[config.mk]
export PLATFORM = sky130hd
export DESIGN_NAME = contador_hv_vga
export DESIGN_NICKNAME = d
export VERILOG_FILES = /design/src/rtl/vga_timing_pkg.sv /design/src/rtl/contador_mod.sv /design/src/rtl/contador_hv_vga.sv
export SDC_FILE = /design/constraint.sdc
export NUM_CORES = 1
export LEC_CHECK = 0
export ABC_CLOCK_PERIOD_IN_PS = 2680
export BUFFER_PORTS_ARGS = -buffer_cell sky130_fd_sc_hd__buf_2
export CAP_MARGIN = 5
export CORE_AREA = 5 5 68 70
export CTS_BUF_LIST = sky130_fd_sc_hd__clkbuf_4
export CTS_CLUSTER_DIAMETER = 30
export DETAILED_ROUTE_END_ITERATION = 7
export DIE_AREA = 0 0 73 75
export GPL_TIMING_DRIVEN = 0
export PLACE_DENSITY = 0.54
export REMOVE_ABC_BUFFERS = 1
export SYNTH_ARGS = -nofsm -noshare
export SYNTH_HDL_FRONTEND = slang
export SYNTH_SLANG_ARGS = --single-unit
[constraint.sdc]
create_clock -name Clk -period 2.68 [get_ports Clk]
set_input_delay 0.134 -clock Clk [delete_from_list [all_inputs] [get_ports Clk]]
set_output_delay 0.134 -clock Clk [all_outputs]
set_load 0.02 [all_outputs]
[src/rtl/vga_timing_pkg.sv]
// VGA timing package: default 640x480@60 constants, sync polarities and the
// total/width derivation shared by the timing generator and the renderer.
package vga_timing_pkg;

  // Default 640x480@60 horizontal timing, in pixels
  localparam int VGA_H_ACTIVE = 640;
  localparam int VGA_H_FRONT  = 16;
  localparam int VGA_H_SYNC   = 96;
  localparam int VGA_H_BACK   = 48;

  // Default 640x480@60 vertical timing, in lines
  localparam int VGA_V_ACTIVE = 480;
  localparam int VGA_V_FRONT  = 10;
  localparam int VGA_V_SYNC   = 2;
  localparam int VGA_V_BACK   = 33;

  // Board clock cycles per pixel for the default mode
  localparam int VGA_CLK_DIV  = 2;

  // Sync pulse polarities (value driven while the pulse is active)
  localparam bit SYNC_ACTIVE_LOW  = 1'b0;
  localparam bit SYNC_ACTIVE_HIGH = 1'b1;

  // Total counts per line or frame from the four timing segments
  function automatic int timing_total(input int active, input int front,
                                      input int sync, input int back);
    return active + front + sync + back;
  endfunction

  // Counter width for a modulo-n count, never narrower than one bit
  function automatic int count_width(input int n);
    return (n > 1) ? $clog2(n) : 1;
  endfunction

endpackage

[src/rtl/contador_mod.sv]
// Generic modulo-N counter with count enable and a wrap strobe that is high
// on the enabled cycle in which the count returns to zero.
module contador_mod
  import vga_timing_pkg::*;
#(
  parameter  int N = 2,
  localparam int W = count_width(N)
) (
  input  logic         clk,
  input  logic         rst_n,
  input  logic         en,
  output logic [W-1:0] count,
  output logic         wrap
);

  localparam logic [W-1:0] LAST = W'(N - 1);

  logic [W-1:0] count_next;

  // Next count and terminal-count strobe; the count holds while disabled
  always_comb begin
    wrap       = 1'b0;
    count_next = count;
    if (en) begin
      if (count == LAST) begin
        wrap       = 1'b1;
        count_next = '0;
      end else begin
        count_next = count + W'(1);
      end
    end else begin
      count_next = count;
    end
  end

  // Count register
  always_ff @(posedge clk or negedge rst_n) begin
    if (!rst_n) begin
      count <= '0;
    end else begin
      count <= count_next;
    end
  end

endmodule

[src/rtl/contador_hv_vga.sv]
// VGA horizontal/vertical timing generator: prescaled pixel tick, pixel and
// line counters, polarity-programmable sync pulses, video-active flag and
// line/frame strobes. Sync and video flags are decoded from the next counter
// values so they update on the same edge as the counters.
module contador_hv_vga
  import vga_timing_pkg::*;
#(
  parameter  int H_ACTIVE = VGA_H_ACTIVE,
  parameter  int H_FRONT  = VGA_H_FRONT,
  parameter  int H_SYNC   = VGA_H_SYNC,
  parameter  int H_BACK   = VGA_H_BACK,
  parameter  int V_ACTIVE = VGA_V_ACTIVE,
  parameter  int V_FRONT  = VGA_V_FRONT,
  parameter  int V_SYNC   = VGA_V_SYNC,
  parameter  int V_BACK   = VGA_V_BACK,
  parameter  bit HS_POL   = SYNC_ACTIVE_LOW,
  parameter  bit VS_POL   = SYNC_ACTIVE_LOW,
  parameter  int CLK_DIV  = VGA_CLK_DIV,
  localparam int H_TOTAL  = timing_total(H_ACTIVE, H_FRONT, H_SYNC, H_BACK),
  localparam int V_TOTAL  = timing_total(V_ACTIVE, V_FRONT, V_SYNC, V_BACK),
  localparam int HW       = count_width(H_TOTAL),
  localparam int VW       = count_width(V_TOTAL)
) (
  input  logic          Clk,
  input  logic          reset,
  input  logic          enable,
  output logic [HW-1:0] hcount,
  output logic [VW-1:0] vcount,
  output logic          hsync,
  output logic          vsync,
  output logic          video_on,
  output logic          pixel_tick,
  output logic          line_end,
  output logic          frame_end
);

  localparam int DW       = count_width(CLK_DIV);
  localparam int HS_START = H_ACTIVE + H_FRONT;
  localparam int HS_END   = HS_START + H_SYNC;
  localparam int VS_START = V_ACTIVE + V_FRONT;
  localparam int VS_END   = VS_START + V_SYNC;

  // Prescaler phase: only its wrap strobe is consumed here
  logic [DW-1:0] div_unused;
  logic          div_wrap;
  logic [HW-1:0] h_next;
  logic [VW-1:0] v_next;

  contador_mod #(.N(CLK_DIV)) u_prescaler (
    .clk   (Clk),
    .rst_n (reset),
    .en    (enable),
    .count (div_unused),
    .wrap  (div_wrap)
  );

  // With CLK_DIV=1 the prescaler wrap follows enable, so hold it off in reset
  assign pixel_tick = div_wrap & reset;

  contador_mod #(.N(H_TOTAL)) u_hcount (
    .clk   (Clk),
    .rst_n (reset),
    .en    (pixel_tick),
    .count (hcount),
    .wrap  (line_end)
  );

  contador_mod #(.N(V_TOTAL)) u_vcount (
    .clk   (Clk),
    .rst_n (reset),
    .en    (line_end),
    .count (vcount),
    .wrap  (frame_end)
  );

  // Counter values after the coming edge, so the decodes land with them
  always_comb begin
    h_next = hcount;
    v_next = vcount;
    if (line_end) begin
      h_next = '0;
    end else if (pixel_tick) begin
      h_next = hcount + HW'(1);
    end else begin
      h_next = hcount;
    end
    if (frame_end) begin
      v_next = '0;
    end else if (line_end) begin
      v_next = vcount + VW'(1);
    end else begin
      v_next = vcount;
    end
  end

  // Registered sync and video-active decodes; reset value is the decode of (0,0)
  always_ff @(posedge Clk or negedge reset) begin
    if (!reset) begin
      hsync    <= ~HS_POL;
      vsync    <= ~VS_POL;
      video_on <= 1'b1;
    end else begin
      hsync    <= (int'(h_next) >= HS_START && int'(h_next) < HS_END) ? HS_POL : ~HS_POL;
      vsync    <= (int'(v_next) >= VS_START && int'(v_next) < VS_END) ? VS_POL : ~VS_POL;
      video_on <= (int'(h_next) < H_ACTIVE) && (int'(v_next) < V_ACTIVE);
    end
  end

endmodule

# Word level (Yosys, flattened, before mapping)
# Cells that the tools add are included.
dict set report word_totals {
  regBits 24
  in_bits 3
  out_inout_bits 26
  wordCells 36
}
dict set report op_classes {
  add_sub_neg 3
  magnitude_cmp 6
  eq_ne 2
  mux 15
  bitwise 1
  n_reduce_logical 3
}
# cell count
set ops {}
lappend ops {{$mux 10} 6}
lappend ops {{$add 10x1->10 const B} 2}
lappend ops {{$eq 10x10->1 const B} 2}
lappend ops {{$lt 10x10->1 const B} 2}
lappend ops {{$lt 10x9->1 const B} 2}
lappend ops {{$ge 10x10->1 const B} 1}
lappend ops {{$ge 10x9->1 const B} 1}
lappend ops {{$mux 1} 9}
lappend ops {{$logic_and 1x1->1} 3}
lappend ops {{$add 1x1->1 const B} 1}
lappend ops {{$and 1x1->1} 1}

# Longest topological paths before layout
# Gate-level depths: netlist of run 1.
dict set report logic_depth {
  ltp_word 9
  depth_mapped 9
  ltp_nobuf 7
}

# Cells and area by module
# From an unflattened synthesis of run 1, not the netlist that was laid out.
dict set report unflattened {
  hier_cells 166
  hier_area_um2 1554.0
}
# mod instances cells_per_inst area_each_um2 seq_area_each_um2
set by_module_without_submodules {}
lappend by_module_without_submodules {{contador_mod at u_vcount} 1 50 530.5 250.2}
lappend by_module_without_submodules {{contador_mod at u_hcount} 1 50 510.5 250.2}
lappend by_module_without_submodules {contador_hv_vga 1 63 471.7 78.8}
lappend by_module_without_submodules {{contador_mod at u_prescaler} 1 3 41.3 25.0}

# Worst setup path after synthesis of run 1
# Ideal clock, no wire load.
dict set report synth_path {
  kind {reg2reg}
  from {reg u_hcount.count[0]}
  to {reg video_on}
  setup_time_ps 81
  arrival_ps 2323
  t_required_ps 2599
  slack_ps 276
  stages_incl_launch_ff 8
  n_path_buf 1
  synth_period_minus_slack_ps 2404
  path_cell_list {dfrtp_1 > ha_1 > nand4_4 > or4_4 > buf_6 > o31a_1 > o221a_2 > a211oi_2}
}
dict set report synth_between {
  elab_chain_cells 7
  elab_cells_between_ends 12
  cone_classes {add/sub (1); order compare (2); eq/ne (1); mux (7); reduce/logical (1)}
}
# element line_no
set synth_lines {}
lappend synth_lines {{start: declaration} contador_mod.sv:12} ;# output logic [W-1:0] count,
lappend synth_lines {{start signal: assignment} contador_mod.sv:41} ;# count <= count_next;
lappend synth_lines {{parallel branches: the longest is 6 deep, another holds $add 10x1->10} -}
lappend synth_lines {{$logic_and 1x1->1 (*)} contador_hv_vga.sv:105} ;# video_on <= (int'(h_next) < H_ACTIVE) && (int'(v_next) < V_ACTIVE);
lappend synth_lines {{end signal: assignment} contador_hv_vga.sv:105}
lappend synth_lines {{end: declaration} contador_hv_vga.sv:31} ;# output logic video_on,
# Mark *: on every way between the ends.
# A chain may end at the register's enable or synchronous reset.

# Worst setup path in the final report of run 1
dict set report layout_path {
  from {reg u_hcount.count[0]}
  to {reg hsync}
}
dict set report layout_between {
  elab_chain_cells 7
  elab_cells_between_ends 10
  cone_classes {add/sub (1); order compare (2); eq/ne (1); mux (5); reduce/logical (1)}
}
# element line_no
set layout_lines {}
lappend layout_lines {{parallel branches: the longest is 3 deep, another holds $add 10x1->10} -}
lappend layout_lines {{$mux 10 (*)} contador_hv_vga.sv:80} ;# if (line_end) begin
lappend layout_lines {{$ge 10x10->1 / $lt 10x10->1 (equally long branches)} contador_hv_vga.sv:103} ;# hsync <= (int'(h_next) >= HS_START && int'(h_next) < HS_END) ? HS_POL : ~HS_POL;
lappend layout_lines {{$logic_and 1x1->1 (*)} contador_hv_vga.sv:103}
lappend layout_lines {{$mux 1 (*)} contador_hv_vga.sv:103}
lappend layout_lines {{end signal: assignment} contador_hv_vga.sv:99} ;# hsync <= ~HS_POL;
lappend layout_lines {{end signal: assignment} contador_hv_vga.sv:103}
lappend layout_lines {{end: declaration} contador_hv_vga.sv:29} ;# output logic hsync,
# Marked as above.

==> key figures, run 1 <==
Clock network
  • Clock root cell: clkbuf_4
  • CTS Sinks: 24
  • Clock Path Buffers: 2
  • Clock latency at the later pin of the worst-skew pair: 310 ps
  • Clock slew at reported path FFs: 140 ps
  • CTS H-tree lvls: 1
  • CTS tree: done
  • CTS buffer count: 3

Logic synthesis
  • Adder-cell share of the synthesized area: 2.70%
  • Largest cells by area after synthesis: dfrtp_1 (38%), dfstp_2 (5.7%), xnor2_1 (3.8%)
  • Post-synthesis cell type count: 42
  • Cell taking the most area after synthesis: dfrtp_1
  • Sequential fraction of the synthesis area: between 40% and 50%
  • Largest family of logic cells by synthesized area: simple AND/OR/NAND/NOR gates
  • Top FF cell, synth: dfrtp_1
  • Share of the synthesized area in the top cell type: 37.8%
  • #FFs+latches synth: 24
  • Post-synth ARST share: 100%
  • Syn Inst Count: about 140
  • Compound-cell area share of the yosys netlist: a little under an eighth
  • Multiplexer area fraction after synthesis: under 10%
  • Syn Std Cell Area: 1390 sq um
  • Most frequent cell after synthesis: dfrtp_1
  • Avg Cell Area, Syn: slightly below 10 sq um
  • Top post-synthesis cells by count: dfrtp_1 (21), nor2_1 (10), inv_1 (9)
  • Syn. warnings: 0
  • Synth Area in XOR/XNOR: under 10%
  • Post-synth EDFFs: 0
  • Post-Synth Simple-Gate Area: between 20% and 30%

Job
  • Max-Cap Viols: 0

Cells and area
  • Synth-to-layout area growth: 18.4%
  • Final-stage net count: between 150 and 200
  • Final Cell Area: about 1600 sq um
  • # diodes: 0
  • Layout cells sized above 1: between 20% and 30%
  • Final cell count without fillers: ~230

GRT
  • Vias in the first global route: 1187
  • Largest net degree at the start of global routing: 22
  • Total gr overflow: 0
  • Global-route wire length before repair: 5700 um
  • Total track usage: between 10% and 20%
  • Initial antenna violation count: 0

Drt
  • Initial drt markers: 56
  • Post-DR vias/cell: between 5 and 6
  • Drt drc: 0
  • DR WL/cell: approximately 15 um
  • Routed WL: between 3000 and 4000 um
  • DR vias: 1240
  • Antenna-violating nets left: 0
  • First-pass iteration count of the detailed router: 4

STA
  • Unrepaired setup endpoints after global routing: false
  • Slew @ Worst Pin: just over 1000 ps
  • Pins over their slew limit: 0
  • Final Skew: 8.87 ps
  • Relative slew margins: 30.7%
  • Fin crit period: 2490 ps
  • Final setup fails: 0
  • Setup total negative slack: 0 ps
  • Fin. Hold Viols: 0
  • Part of the cycle the worst path needs: 92.9%
  • Max Fclk: ~0.40 GHz

Placement
  • GPL Wtd Cong: roughly 0.85
  • Detail Placement HPWL: about 2400 um
  • Placed insts: around 220
  • Area post-placement: 1560 sq um
  • Port buffer count: 28

Worst setup path
  • Critical path class: reg -> reg
  • Critical Path Fanout Max: 14
  • Reg-to-reg startpoint: u_hcount.count[0]$_DFFE_PN0N_
  • CP required: between 2000 and 3000 ps
  • Crit. End Element: register
  • Worst Path Arrival: between 2000 and 3000 ps
  • R2r setup slk: around 190 ps
  • Crit. Startpoint: u_hcount.count[0]$_DFFE_PN0N_
  • R2R cell count: 8
  • Crit path to: hsync$_DFF_PN1_
  • Reg-to-reg endpoint: hsync$_DFF_PN1_
  • Worst setup SP type: register

Power and ir drop
  • Power Density: 516 nW/um^2
  • Peak supply drop: 155 uV
  • Lkg Pwr: roughly 0.75 nW

Floorplanning
  • Area of the core: roughly 3900 sq um
  • Rows: 23
  • Die Y: approximately 75 um
  • Die width: between 70 and 80 um
  • IO Pins: 29
  • Initial core utilization: 35.5%
  • Die ar.: 5480 sq um

Outcome
  • Status: complete, no violations

Min path
  • Hold Crit Start: enable
  • HP Class: in -> reg
==> repair_timing <==
action,4_1_cts,5_1_grt
hold buffers,2,0
gates resized for setup,0,1
endpoints found under the hold margin,21,0
endpoints found under the setup margin,0,2
buffers inserted,0,4
==> power by group <==
part / internal, W / switching, W / leakage (nW) / total [W]
Sequential: 0.000413 / 0.0000636 / 0.294 / 0.000476
Clock: 0.0000543 / 0.000108 / 0.0154 / 0.000162
Combinational: 0.0000797 / 0.000130 / 0.440 / 0.000210
==> final cells by class <==
cell class | instances | area [sq um]
fillers | 409 | 2270
clock buffers | 3 | 22.5
multi-input cells | 105 | 719
inverters | 10 | 41.3
flip-flops and latches | 24 | 604
well taps | 50 | 62.6
clock inverters | 1 | 3.75
repair buffers | 34 | 190
==> metal layers <==
layer	global-route usage, %	wire length (um)	share of wire (%)
met1	17.2	1540	46
met2	21.5	1560	46
met3	2.14	193	5.7
met4	5.74	80	2.4
met5	0	0	0
==> flip-flops by register name, indices dropped and copies added (netlist names) <==
signal and count:
u_vcount.count 10, u_prescaler.count 1, u_hcount.count 10, vsync 1, video_on 1, hsync 1
==> cells by family (layout without fill, tap and decap cells) <==
| group | after synthesis | in the layout |
|---|---|---|
| compound gates | 24 | 24 |
| xor+xnor | 11 | 11 |
| fa+ha+maj | 3 | 3 |
| buf+inv | 15 | 48 |
| flops | 24 | 24 |
| mux | 4 | 4 |
| simple gates | 63 | 63 |
==> metrics by stage <==
stage	worst slack (ps)	total power, W	hold slack (ps)	utilization (%)
4_1_cts	67.9	0.000861	46.2	41.1
2_1_floorplan	239	0.000612	-162	-
3_3_place_gp	66.9	0.000686	173	40.0
6_report	191	0.000849	62.0	42.0
3_5_place_dp	67.0	0.000694	188	40.0
5_1_grt	76.4	0.000905	37.7	42.0
==> worst max-delay path, cell delays in order (launching register included) <==
cell and delay, ps:
dfrtp_1 450, ha_1 250, nand4_4 150, or4_4 650
clkinvlp_4 230, buf_4 150, a21oi_1 50, and3_1 180
or3_1 300
==> worst min-delay path by stage <==
stage	slack, ps	cells after the start	endpoint
after global placement	170	1	u_hcount.count[3]$_DFFE_PN0N_
after floorplan	-160	0	u_hcount.count[0]$_DFFE_PN0N_
final	60	2	u_prescaler.count$_DFFE_PN0P_
after CTS	50	2	u_prescaler.count$_DFFE_PN0P_
after global routing	40	2	u_prescaler.count$_DFFE_PN0P_
after detailed placement	190	1	u_hcount.count[3]$_DFFE_PN0N_
==> cell usage in the layout (no fill, tap or decap), types with 4 or more instances in the layout <==
| master | netlist | layout |
|---|---|---|
| nand3_1 | 8 | 8 |
| o21ai_0 | 7 | 7 |
| xor2_1 | 5 | 5 |
| dfrtp_1 | 21 | 21 |
| nor4_1 | 7 | 7 |
| nor3_1 | 4 | 4 |
| a31oi_1 | 4 | 4 |
| xnor2_1 | 6 | 6 |
| buf_4 | 0 | 4 |
| nand2_1 | 7 | 7 |
| nand4_1 | 7 | 7 |
| buf_2 | 1 | 28 |
| inv_1 | 9 | 9 |
| nor2_1 | 10 | 10 |
No activity file was read; power rests on OpenSTA's default activity.
==> run 2, diff against run 1 <==
--- a/config.mk
+++ b/config.mk
@@ -8,11 +8,11 @@
 export ABC_CLOCK_PERIOD_IN_PS = 2680
 export BUFFER_PORTS_ARGS = -buffer_cell sky130_fd_sc_hd__buf_2
 export CAP_MARGIN = 5
-export CORE_AREA = 5 5 68 70
+export CORE_AREA = 5 5 80 60
 export CTS_BUF_LIST = sky130_fd_sc_hd__clkbuf_4
 export CTS_CLUSTER_DIAMETER = 30
 export DETAILED_ROUTE_END_ITERATION = 7
-export DIE_AREA = 0 0 73 75
+export DIE_AREA = 0 0 85 65
 export GPL_TIMING_DRIVEN = 0
 export PLACE_DENSITY = 0.54
 export REMOVE_ABC_BUFFERS = 1
==> run 2 against run 1 <==
Against the previous run:
- flip-flop and latch count stayed put
- critical path depth is 4 lower
- highest routed layer unchanged
- power increased by 12%
- cell area up 2.7%
- register-to-register slack better by 50 ps
- critical path type is now reg -> out
==> key figures, run 2 (synthesis gave the netlist of run 1 again) <==
Drt
  • DR vias: 1223 (was 1240)
  • Antenna-violating nets left: 0 (unchanged)
  • Routed WL: 3430 um (was 3380 um)
  • Post-DR vias/cell: 5.27 (was 5.46)
  • Initial drt markers: 125 (was 56)
  • Drt drc: 0 (unchanged)
  • First-pass iteration count of the detailed router: 5 (was 4)
  • DR WL/cell: 14.8 um (was 14.9 um)

Floorplanning
  • Initial core utilization: 34.3% (was 35.5%)
  • Die ar.: 5530 sq um (was 5480 sq um)
  • Die width: 85 um (was 73 um)
  • IO Pins: 29 (unchanged)
  • Rows: 20 (was 23)
  • Area of the core: 4050 sq um (was 3910 sq um)
  • Die Y: 65 um (was 75 um)

Cells and area
  • Top flop regs: u_hcount.count (10), u_vcount.count (10) (unchanged)
  • Most frequent cells in the layout: buf_2 (28), dfrtp_1 (21), nor2_1 (10) (unchanged)
  • # diodes: 0 (unchanged)
  • Synth-to-layout area growth: 21.6% (was 18.4%)
  • Final-stage net count: 184 (unchanged)
  • Layout cells sized above 1: 29.4% (was 28.8%)
  • Commonest non-fill, non-tap cell in the layout: buf_2 (unchanged)
  • Final cell count without fillers: 232 (was 227)
  • Final Cell Area: 1690 sq um (was 1640 sq um)

STA
  • Unrepaired setup endpoints after global routing: false (unchanged)
  • Final Skew: 15.3 ps (was 8.87 ps)
  • Fin. Hold Viols: 0 (unchanged)
  • Fin crit period: 2460 ps (was 2490 ps)
  • Final setup fails: 0 (unchanged)
  • Relative slew margins: 32.4% (was 30.7%)
  • Max Fclk: 0.406 GHz (was 0.402 GHz)
  • Post-route setup slack: 219 ps (was 191 ps)
  • Pins over their slew limit: 0 (unchanged)
  • Slew @ Worst Pin: 1010 ps (was 1030 ps)
  • Part of the cycle the worst path needs: 91.8% (was 92.9%)

Placement
  • GPL Wtd Cong: 0.778 (was 0.850)
  • Placement-stage worst setup slack: -4.30 ps (was 67.0 ps)
  • Placed insts: 222 (was 217)
  • Detail Placement HPWL: 2390 um (was 2380 um)
  • Port buffer count: 28 (unchanged)
  • Area post-placement: 1570 sq um (was 1560 sq um)

Clock network
  • Clock latency at the later pin of the worst-skew pair: 330 ps (was 310 ps)
  • CTS tree: done (unchanged)
  • Clock root cell: clkbuf_4 (unchanged)
  • CTS Sinks: 24 (unchanged)
  • Clock Path Buffers: 2 (unchanged)
  • CTS H-tree lvls: 1 (unchanged)
  • CTS buffer count: 3 (unchanged)
  • Clock slew at reported path FFs: 130 ps (was 140 ps)

Power and ir drop
  • Power Density: 564 nW/um^2 (was 516 nW/um^2)
  • Lkg Pwr: 0.765 nW (was 0.750 nW)
  • Peak supply drop: 213 uV (was 155 uV)
  • Overall power: 0.000953 W (was 0.000849 W)

GRT
  • Largest net degree at the start of global routing: 22 (unchanged)
  • Initial antenna violation count: 0 (unchanged)
  • Vias in the first global route: 1162 (was 1187)
  • Total track usage: 13.3% (was 13.2%)
  • Global-route wire length before repair: 5840 um (was 5700 um)
  • Total gr overflow: 0 (unchanged)

Min path
  • HP Class: in -> reg (unchanged)

Worst setup path
  • Reg-to-reg startpoint: u_hcount.count[0]$_DFFE_PN0N_ (unchanged)
  • Worst Path Arrival: 2330 ps (was 2730 ps)
  • Crit. End Element: primary output (was register)
  • Crit. Startpoint: u_vcount.count[5]$_DFFE_PN0N_ (was u_hcount.count[0]$_DFFE_PN0N_)
  • Reg-to-reg endpoint: video_on$_DFF_PN1_ (was hsync$_DFF_PN1_)
  • Critical Path Fanout Max: 7 (was 14)
  • Worst setup SP type: register (unchanged)
  • Critical path class: reg -> out (was reg -> reg)
  • Crit path to: frame_end (was hsync$_DFF_PN1_)
  • R2R cell count: 7 (was 8)
  • R2r setup slk: 240 ps (was 190 ps)
  • CP required: 2550 ps (was 2920 ps)

Job
  • Max-Cap Viols: 0 (unchanged)

Outcome
  • Status: complete, no violations (unchanged)
==> run 2: what timing repair did <==
item	CTS	global route
endpoints found under the hold margin	21	0
setup buffers	0	4
resized for setup	0	1
setup endpoints to repair	0	2
hold buffers	2	0
==> run 2: worst min-delay path by stage <==
stage / start / to / slack (ps) / depth (start not counted)
5_1_grt: enable / u_prescaler.count$_DFFE_PN0P_ / 40 / 2
3_3_place_gp: reset / u_vcount.count[2]$_DFFE_PN0N_ / 180 / 1
2_1_floorplan: reset / u_hcount.count[0]$_DFFE_PN0N_ / -160 / 0
4_1_cts: enable / u_prescaler.count$_DFFE_PN0P_ / 40 / 2
6_report: enable / u_prescaler.count$_DFFE_PN0P_ / 50 / 2
3_5_place_dp: reset / u_vcount.count[2]$_DFFE_PN0N_ / 190 / 1
==> run 2: where the power goes <==
group	switching, W	leakage, nW	internal [W]	total, W
registers	0.0000606	0.294	0.000413	0.000474
clock network	0.000117	0.0279	0.000151	0.000269
logic	0.000132	0.443	0.0000790	0.000211
==> run 2: worst max-delay path: stages, from the launching register on <==
cell and delay, ps:
dfrtp_1 460, or3_1 400, nor4_1 770, and2_1 220
buf_2 160
==> run 2: area by class of cell <==
cell class | count | area, sq um
inverter | 10 | 41.3
clock inverter | 1 | 30.0
tap | 55 | 68.8
multi-input combinational | 105 | 719
timing repair buffer | 34 | 203
fill | 404 | 2360
clock buffer | 3 | 22.5
sequential | 24 | 604
==> run 2: layer usage <==
| layer | wire (um) | track usage (%) | up-vias |
|---|---|---|---|
| met3 | 231 | 3.56 | 2 |
| met5 | 0 | 0 | - |
| li1 | - | - | 606 |
| met4 | 16 | 2.17 | 0 |
| met1 | 1620 | 19.1 | 584 |
| met2 | 1560 | 20.2 | 31 |
==> run 2: through the flow <==
| stage | utilization, % | hold WS, ps | TNS (ps) |
|---|---|---|---|
| floorplan | - | -162 | 0 |
| global placement | 38.7 | 176 | 0 |
| finish | 41.7 | 47.3 | 0 |
| global route | 41.7 | 42.2 | 0 |
| detailed placement | 38.7 | 185 | -4.30 |
| CTS | 40.5 | 36.8 | 0 |
==> run 3, diff against run 2 <==
--- a/config.mk
+++ b/config.mk
@@ -5,7 +5,7 @@
 export SDC_FILE = /design/constraint.sdc
 export NUM_CORES = 1
 export LEC_CHECK = 0
-export ABC_CLOCK_PERIOD_IN_PS = 2680
+export ABC_CLOCK_PERIOD_IN_PS = 2400
 export BUFFER_PORTS_ARGS = -buffer_cell sky130_fd_sc_hd__buf_2
 export CAP_MARGIN = 5
 export CORE_AREA = 5 5 80 60
==> constraint.sdc (replaced) <==
create_clock -name Clk -period 2.4 [get_ports Clk]
set_input_delay 0.12 -clock Clk [delete_from_list [all_inputs] [get_ports Clk]]
set_output_delay 0.12 -clock Clk [all_outputs]
set_load 0.02 [all_outputs]
==> run 3 against run 2 <==
Against the previous run:
- clock-buffer cell count is the same
- sequential share of layout area fell by 0.32 points
- register-to-register slack got worse by 130 ps
- clock skew is 2.2 ps higher
- die area unchanged
- power up 17%
- hold slack worse by 8.5 ps
- flip-flop and latch count did not move
- sequential power rose by 10%
- highest routed layer unchanged
==> key figures, run 3 (synthesis gave the netlist of run 1 again) <==
Cells and area
  • # diodes: 0 (unchanged)
  • Top flop regs: u_hcount.count (10), u_vcount.count (10) (unchanged)
  • Layout cells sized above 1: 31.7% (was 29.4%)
  • Multi-input gate area: 726 sq um (was 719 sq um)
  • Fillers: 406 (was 404)
  • Most frequent cells in the layout: buf_2 (28), dfrtp_1 (20), nor2_1 (10) (was buf_2 (28), dfrtp_1 (21), nor2_1 (10))
  • Synth-to-layout area growth: 23.0% (was 21.6%)
  • Reg area: 606 sq um (was 604 sq um)
  • Commonest non-fill, non-tap cell in the layout: buf_2 (unchanged)
  • Final-stage net count: 187 (was 184)

Worst setup path
  • Crit. End Element: register (was primary output)
  • Worst setup SP type: register (unchanged)
  • CP required: 2660 ps (was 2550 ps)
  • Critical Path Fanout Max: 7 (unchanged)
  • Critical path class: reg -> reg (was reg -> out)
  • Worst Path Arrival: 2550 ps (was 2330 ps)

STA
  • Fin crit period: roughly 2300 ps
  • Final Skew: 17.5 ps (was 15.3 ps)
  • Relative slew margins: 32.5% (was 32.4%)
  • Pins over their slew limit: 0 (unchanged)
  • Slew @ Worst Pin: 1010 ps (about the same)
  • Fin Hold WS: 38.8 ps (was 47.3 ps)
  • Setup total negative slack: 0 ps (unchanged)
  • Part of the cycle the worst path needs: a little over nine tenths
  • Max Fclk: approximately 0.44 GHz
  • Final setup fails: 0 (unchanged)
  • Unrepaired setup endpoints after global routing: false (unchanged)
  • Fin. Hold Viols: 0 (unchanged)

Floorplanning
  • IO Pins: 29 (unchanged)
  • Area of the core: 4050 sq um (unchanged)
  • Initial core utilization: 34.3% (unchanged)
  • Rows: 20 (unchanged)
  • Die ar.: 5530 sq um (unchanged)
  • Die Y: 65 um (unchanged)
  • Die width: 85 um (unchanged)

Power and ir drop
  • Peak supply drop: 227 uV (was 213 uV)
  • Lkg Pwr: 0.777 nW (was 0.765 nW)
  • Power Density: 651 nW/um^2 (was 564 nW/um^2)

Placement
  • GPL Wtd Cong: 0.778 (unchanged)
  • Detail Placement HPWL: 2390 um (unchanged)
  • Port buffer count: 28 (unchanged)

GRT
  • Total gr overflow: 0 (unchanged)
  • Total track usage: 13.2% (was 13.3%)
  • Largest net degree at the start of global routing: 22 (unchanged)
  • Vias in the first global route: 1157 (was 1162)
  • Initial antenna violation count: 0 (unchanged)
  • Global-route wire length before repair: 5840 um (about the same)

Outcome
  • Status: complete, no violations (unchanged)

Drt
  • Initial drt markers: 76 (was 125)
  • First-pass iteration count of the detailed router: 4 (was 5)
  • DR vias: 1227 (was 1223)
  • Drt drc: 0 (unchanged)
  • Post-DR vias/cell: 5.22 (was 5.27)
  • DR WL/cell: 14.5 um (was 14.8 um)
  • Antenna-violating nets left: 0 (unchanged)
  • Routed WL: 3420 um (was 3430 um)

Clock network
  • Clock latency at the later pin of the worst-skew pair: 330 ps (about the same)
  • CTS H-tree lvls: 1 (unchanged)
  • CTS tree: done (unchanged)
  • CTS Sinks: 24 (unchanged)
  • Clock root cell: clkbuf_4 (unchanged)
  • Clock slew at reported path FFs: 150 ps (was 130 ps)
  • CTS buffer count: 3 (unchanged)
  • Clock Path Buffers: 2 (unchanged)

Min path
  • HP Class: in -> reg (unchanged)

Job
  • Max-Cap Viols: 0 (unchanged)
-- run 3: layout make-up --
cell class	instances	area share (%)
Multi-Input combinational cell	105	42.5
Sequential cell	24	35.5
Timing Repair Buffer	37	12.5
Tap cell	55	4.03
Inverter	10	2.49
Clock inverter	1	1.76
Clock buffer	3	1.32
-- run 3: worst max-delay path, stage by stage (launching register included) --
cell	delay, ps
dfrtp_2	410
ha_1	220
nand4_4	120
or4_4	610
o31a_1	330
o221a_2	330
a211oi_2	220
-- run 3: metrics by stage --
stage	utilization [%]	cells	area, sq um	setup WS [ps]	power, W
floorplan	-	139	1360	-40.6	0.000684
global placement	38.7	222	1570	-217	0.000767
detailed placement	38.7	222	1570	-270	0.000772
CTS	40.8	228	1650	69.6	0.00108
global route	42.1	235	1710	1.79	0.00118
finish	42.1	235	1710	111	0.00111
-- run 3: report_power, final --
part	switching [W]	internal, W
Clock	0.000130	0.000169
Sequential	0.0000605	0.000463
Combinational	0.000165	0.000125
Total	0.000355	0.000757
-- run 3: path summary, 6_finish.rpt --
kind | slack (ps) | cells past startpoint | startpoint | endpoint
setup / recovery | 110 | 6 | u_hcount.count[1]$_DFFE_PN0N_ | video_on$_DFF_PN1_
hold / removal | 40 | 2 | enable | u_prescaler.count$_DFFE_PN0P_
setup reg to reg | 110 | 6 | u_hcount.count[1]$_DFFE_PN0N_ | video_on$_DFF_PN1_
hold reg to reg | 550 | 1 | u_prescaler.count$_DFFE_PN0P_ | u_prescaler.count$_DFFE_PN0P_
max in group asynchronous | 530 | 3 | reset | u_hcount.count[1]$_DFFE_PN0N_
min in group asynchronous | 350 | 2 | reset | vsync$_DFF_PN1_
-- run 3: repair_timing --
action	in CTS	in global routing
endpoints found under the setup margin	6	2
buffers inserted	0	7
endpoints found under the hold margin	21	0
pin swaps	1	1
hold buffers	2	0
gates resized for setup	3	1
-- run 3: layer usage --
metal	wire (um)	GRT usage [%]
met1	1650	19.1
met2	1570	20.1
met3	190	3.56
met4	16	2.17
met5	0	0
